File: config.mk
export PLATFORM = sky130hd
export DESIGN_NAME = mem_wait_ctrl
export DESIGN_NICKNAME = d
export VERILOG_FILES = /design/src/rtl/mem_wait_pkg.sv /design/src/rtl/mem_region_decode.sv /design/src/rtl/mem_wait_ctrl.sv
export SDC_FILE = /design/constraint.sdc
export NUM_CORES = 1
export LEC_CHECK = 0
export BUFFER_PORTS_ARGS = -buffer_cell sky130_fd_sc_hd__buf_4
export CAP_MARGIN = 30
export CORE_MARGIN = 1
export CORE_UTILIZATION = 37
export DETAILED_ROUTE_END_ITERATION = 7
export PLACE_DENSITY = 0.76
export RECOVER_POWER = 50
export SETUP_SLACK_MARGIN = 0.3
export SLEW_MARGIN = 20
export SYNTH_ARGS = -nofsm -noshare
export SYNTH_HDL_FRONTEND = slang
export SYNTH_SLANG_ARGS = --single-unit
export TNS_END_PERCENT = 100
File: constraint.sdc
create_clock -name clk -period 1.2 [get_ports clk]
set_input_delay 0.06 -clock clk [delete_from_list [all_inputs] [get_ports clk]]
set_output_delay 0.06 -clock clk [all_outputs]
set_load 0.02 [all_outputs]
File: src/rtl/mem_wait_pkg.sv
// Shared types and defaults for the memory wait-state controller.
// Latency: n/a (package only).
// Backpressure: n/a.
package mem_wait_pkg;

    typedef enum logic [1:0] {
        REG_RAM = 2'd0,
        REG_ROM = 2'd1,
        REG_IO  = 2'd2
    } region_t;

    typedef enum logic [1:0] {
        ST_RUN  = 2'd0,
        ST_WAIT = 2'd1,
        ST_ACK  = 2'd2
    } state_t;

    localparam int unsigned WS_RAM_DEF  = 0;
    localparam int unsigned WS_ROM_DEF  = 1;
    localparam int unsigned WS_IO_DEF   = 3;
    localparam logic [7:0]  IO_PAGE_DEF = 8'hFD;
    localparam logic [7:0]  TIMEOUT_DEF = 8'd64;

    // Chip-select vector order is {io, rom, ram}.
    function automatic logic [2:0] region_onehot(input region_t r);
        case (r)
            REG_RAM: region_onehot = 3'b001;
            REG_ROM: region_onehot = 3'b010;
            REG_IO:  region_onehot = 3'b100;
            default: region_onehot = 3'b000;
        endcase
    endfunction

endpackage

File: src/rtl/mem_region_decode.sv
// Address-to-region decode: IO page first, then ROM window 20000-3FFFF, else RAM.
// Latency: combinational.
// Backpressure: none.
// Ports: address_next (20-bit physical address) -> region (region_t).
module mem_region_decode
    import mem_wait_pkg::*;
#(
    parameter logic [7:0] IO_PAGE = IO_PAGE_DEF
) (
    input  logic [19:0] address_next,
    output region_t     region
);

    always_comb begin
        region = REG_RAM;
        if (address_next[19:12] == IO_PAGE) begin
            region = REG_IO;
        end else if (address_next[19:17] == 3'b001) begin
            region = REG_ROM;
        end
    end

endmodule

File: src/rtl/mem_wait_ctrl.sv
// Memory wait-state controller: per-region wait states, IO completion via ext_ack.
// Latency: ready drops for WS[region] cycles (IO: plus cycles until ext_ack).
// Backpressure: ready=0 stalls the core; address_next is ignored until ready returns.
// Ports: clk, reset (async active-low), address_next[19:0], ext_ack in;
//        ready, cs_ram, cs_rom, cs_io (registered one-hot), bus_err out.
// Build option: MEM_WAIT_TIMEOUT_EN enables the ext_ack timeout and bus_err pulse.
module mem_wait_ctrl
    import mem_wait_pkg::*;
#(
    parameter int unsigned WS_RAM  = WS_RAM_DEF,
    parameter int unsigned WS_ROM  = WS_ROM_DEF,
    parameter int unsigned WS_IO   = WS_IO_DEF,
    parameter logic [7:0]  IO_PAGE = IO_PAGE_DEF,
    parameter logic [7:0]  TIMEOUT = TIMEOUT_DEF
) (
    input  logic        clk,
    input  logic        reset,
    input  logic [19:0] address_next,
    input  logic        ext_ack,
    output logic        ready,
    output logic        cs_ram,
    output logic        cs_rom,
    output logic        cs_io,
    output logic        bus_err
);

    localparam logic [2:0] WS_RAM_C = 3'(WS_RAM);
    localparam logic [2:0] WS_ROM_C = 3'(WS_ROM);
    localparam logic [2:0] WS_IO_C  = 3'(WS_IO);

    state_t     state, state_nxt;
    logic [2:0] cnt, cnt_nxt;
    region_t    region_dec, region_q;
    logic [2:0] ws_dec;
    logic [2:0] cs;

    mem_region_decode #(
        .IO_PAGE (IO_PAGE)
    ) u_decode (
        .address_next (address_next),
        .region       (region_dec)
    );

    always_comb begin
        ws_dec = WS_RAM_C;
        case (region_dec)
            REG_ROM: ws_dec = WS_ROM_C;
            REG_IO:  ws_dec = WS_IO_C;
            default: ws_dec = WS_RAM_C;
        endcase
    end

`ifdef MEM_WAIT_TIMEOUT_EN
    logic [7:0] tcnt;
    logic       tout_hit;

    // The counter is held at zero outside ACK, so every ACK entry starts from 0.
    // Hitting TIMEOUT-1 on an edge means TIMEOUT full ACK cycles have elapsed.
    assign tout_hit = (tcnt == (TIMEOUT - 8'd1));
`endif

    always_comb begin
        state_nxt = state;
        cnt_nxt   = cnt;
        case (state)
            ST_RUN: begin
                if (ws_dec != 3'd0) begin
                    state_nxt = ST_WAIT;
                    cnt_nxt   = ws_dec;
                end else if (region_dec == REG_IO) begin
                    state_nxt = ST_ACK;
                end
            end
            ST_WAIT: begin
                cnt_nxt = cnt - 3'd1;
                if (cnt == 3'd1) begin
                    state_nxt = (region_q == REG_IO) ? ST_ACK : ST_RUN;
                end
            end
            ST_ACK: begin
                if (ext_ack) begin
                    state_nxt = ST_RUN;
                end
`ifdef MEM_WAIT_TIMEOUT_EN
                else if (tout_hit) begin
                    state_nxt = ST_RUN;
                end
`endif
            end
            default: state_nxt = ST_RUN;
        endcase
    end

    always_ff @(posedge clk or negedge reset) begin
        if (!reset) begin
            state    <= ST_RUN;
            cnt      <= 3'd0;
            cs       <= 3'b000;
            region_q <= REG_RAM;
        end else begin
            state <= state_nxt;
            cnt   <= cnt_nxt;
            if (state == ST_RUN) begin
                region_q <= region_dec;
                cs       <= region_onehot(region_dec);
            end
        end
    end

`ifdef MEM_WAIT_TIMEOUT_EN
    always_ff @(posedge clk or negedge reset) begin
        if (!reset) begin
            tcnt    <= 8'd0;
            bus_err <= 1'b0;
        end else begin
            tcnt    <= (state == ST_ACK) ? tcnt + 8'd1 : 8'd0;
            // ext_ack on the expiry edge completes normally, without an error.
            bus_err <= (state == ST_ACK) && !ext_ack && tout_hit;
        end
    end
`else
    assign bus_err = 1'b0;
`endif

    assign ready  = (state == ST_RUN);
    assign cs_ram = cs[0];
    assign cs_rom = cs[1];
    assign cs_io  = cs[2];

endmodule
==> results.sh <==
export IMPL_status="finished, violations left"
export IMPL_design_core_area_um2=1301
export IMPL_synth_most_common_cell="dfrtp_1"
export IMPL_drt_initial_drc_count=12
export IMPL_dp_hpwl_um=762.5
export IMPL_r2r_cells=4
export IMPL_required_ps=1140
export IMPL_drive_gt1_share_pct=60.53
export IMPL_wl_met1_um=521
export IMPL_place_ws_ps=-32.38
export IMPL_yosys_area_share_adder_pct=4.878
export IMPL_slew_violations=0
export IMPL_drv_cap=0
export IMPL_synth_top_family_by_area="simple AND/OR/NAND/NOR gates"
export IMPL_synth_compound_area_share_pct=15.61
export IMPL_period_minus_slack_ps=1219
export IMPL_worst_slack_ps=-19.16
export IMPL_avgRoutedWirePerCell_um=13.13
export IMPL_reg2reg_slack_ps=-10
export IMPL_fp_row_count=13
export IMPL_syn_nets=72
export IMPL_final_util_pct=63.85
export IMPL_maxSlewHeadroom_pct=66.49
export IMPL_hp_class="in2reg"
export IMPL_synth_distinct_cells=27
export IMPL_wl_met2_um=622
export IMPL_synthMuxAreaShare_pct=2.927
export IMPL_synth_top_cells_by_count="dfrtp_1, nand2_1, nor2_1, o21ai_0"
export IMPL_clkTransAtPathRegs_ps=60
export IMPL_cts_root_buf="clkbuf_4"
export IMPL_power_per_cell_area_nw_per_um2=2106
export IMPL_synthArstFlopShare_pct=100.0
export IMPL_top_layer="met4"
export IMPL_synth_warnings=0
export IMPL_diodes=0
export IMPL_netlist_area_leader_share_pct=43.90
export IMPL_drtAntennaViolNets=0
export IMPL_tritoncts="done"
export IMPL_clk_path_buf_depth=2
export IMPL_fmax_mhz=820.2
export IMPL_synth_area_um2=513.0
export IMPL_nets=102
export IMPL_wirelength_um=1195
export IMPL_initial_core_util_pct=39.42
export IMPL_ir_drop_uv=1203
export IMPL_die_area_um2=1539
export IMPL_route_met3_wl_um=45
export IMPL_htree_num_levels=1
export IMPL_synth_simple_area_share_pct=26.10
export IMPL_rsz0062_at_grt="yes"
export IMPL_reg2reg_from="state[0]"
export IMPL_worstPathMaxFanout=4
export IMPL_whs_ps=46.89
export IMPL_final_setup_tns_ps=-27.05
export IMPL_num_vias=450
export IMPL_first_pass_iters=5
export IMPL_worstMarginPinSlew_ps=502.7
export IMPL_min_period_over_period_pct=101.6
export IMPL_die_height_um=39.24
export IMPL_syn_avg_cell_area_um2=10.91
export IMPL_ys_ff_latch=9
export IMPL_drc=0
export IMPL_grt_max_degree=10
export IMPL_finalSetupViolCount=2
export IMPL_clk_latency_ps=260
export IMPL_worstHoldStart="ext_ack"
export IMPL_critPathLaunchType="register"
export IMPL_syn_to_final_growth_pct=61.95
export IMPL_grtUsageTotal_pct=20.02
export IMPL_synth_edf_count=0
export IMPL_cp_arrival_ps=1160
export IMPL_synth_xor_area_share_pct=0
export IMPL_ys_seq_area_share_pct=43.90
export IMPL_first_global_vias=438
export IMPL_overflow=0
export IMPL_gp_congestion=0.7194
export IMPL_critical_path_class="reg2out"
export IMPL_io_pins=28
export IMPL_numPortBuffers=14
export IMPL_grt_pass1_wl_um=1987
export IMPL_antenna_found_initial=0
export IMPL_min_path_cells=4
export IMPL_holdPathEnd="state[1]"
export IMPL_place_area_um2=668.1
export IMPL_yosys_most_used_dff="dfrtp_1"
export IMPL_hold_violations=0
export IMPL_worst_r2r_endpoint="region_q[0]"
export IMPL_power_leakage_nw=0.4124
export IMPL_fp_dieW_um=39.24
export IMPL_postSynthCellCount=47
export IMPL_violations="setup timing"
export IMPL_ys_top_cells_by_area="dfrtp_1, ha_1, nand4b_4"
export IMPL_vias_per_cell=4.945
export IMPL_numClockSinks=9
export IMPL_yosys_area_top_type="dfrtp_1"
export IMPL_end_kind="primary output"
export IMPL_clock_skew_ps=3.221
export IMPL_final_cell_area_um2=830.8
export IMPL_numCtsBuffers=3
-- logic make-up (layout without fill, tap and decap cells) --
| kind of cell | count (synthesis) | in the layout |
|---|---|---|
| adders and majority gates | 2 | 2 |
| DFF | 9 | 9 |
| other | 1 | 1 |
| buffers and inverters | 5 | 34 |
| AOI/OAI and AO/OA | 11 | 11 |
| and+or+nand+nor | 18 | 18 |
| muxes | 1 | 1 |
-- layer usage --
layer	track usage, %	up-vias
li1	-	224
met1	23.93	210
met2	32.50	14
met3	4.624	2
met4	11.21	0
met5	0	-
-- state kept, by name, summed over array words and instances, names as in the netlist --
signal and cells:
cnt 3, cs 2, region_q 2, state 2
-- area by class of cell --
cell class                 instances  area, µm²
fill                             108      470.5
multi-input combinational         33      316.6
timing repair buffer              27      227.7
sequential                         9      225.2
clock buffer                       4      26.28
tap                               15      18.77
inverter                           3      16.27
-- power breakdown --
group          leakage (nW)  internal (W)  switching, W
combinational         0.283      0.000588      0.000460
sequential            0.115      0.000396     0.0000694
clock                0.0150      0.000128      0.000108
-- worst max-delay path: stages (launching register included) --
cell and delay, ps:
dfrtp_1 380, or2_4 290, clkinv_4 50, buf_6 80
buf_6 100
-- worst max path at each step --
| stage | startpoint | to | slack, ps | cells past startpoint |
|---|---|---|---|---|
| after floorplan | state[0] | region_q[0] | -50 | 4 |
| after global placement | state[0] | region_q[0] | -20 | 3 |
| after detailed placement | state[0] | region_q[0] | -30 | 3 |
| after CTS | state[1] | ready | -30 | 4 |
| after global routing | state[0] | ready | -60 | 4 |
| final | state[0] | ready | -20 | 4 |
-- placed cells by master, fill, tap and decap left out --
cell type,count
a211o_1,1
a211oi_2,1
a21o_1,2
a22o_2,1
a31o_2,1
a31oi_1,1
and3b_2,1
buf_4,18
buf_6,7
clkbuf_1,2
clkbuf_4,3
clkinv_4,1
conb_1,1
dfrtp_1,9
dlygate4sd3_1,1
ha_4,2
inv_2,2
mux2_4,1
nand2_1,4
nand2b_1,1
nand2b_4,1
nand3b_1,1
nand4_1,1
nand4b_4,1
nor2_1,2
nor2_4,1
nor3_4,1
nor3b_2,1
o21ai_0,1
o21ai_1,1
o21ai_2,1
o221ai_2,1
or2_1,1
or2_4,1
or2b_1,1
-- repair_timing --
item,CTS,global route
pin swaps,6,4
endpoints found under the setup margin,10,11
hold endpoints to repair,9,0
gates resized for setup,13,6
hold buffers,1,0
buffers inserted,6,2
-- stage by stage --
step | total power [W] | cells
finish | 0.001749 | 91
global route | 0.001872 | 91
CTS | 0.001665 | 89
detailed placement | 0.001152 | 78
global placement | 0.001123 | 78
floorplan | 0.0009358 | 47
Note: power is estimated with default switching activity, not from simulation.
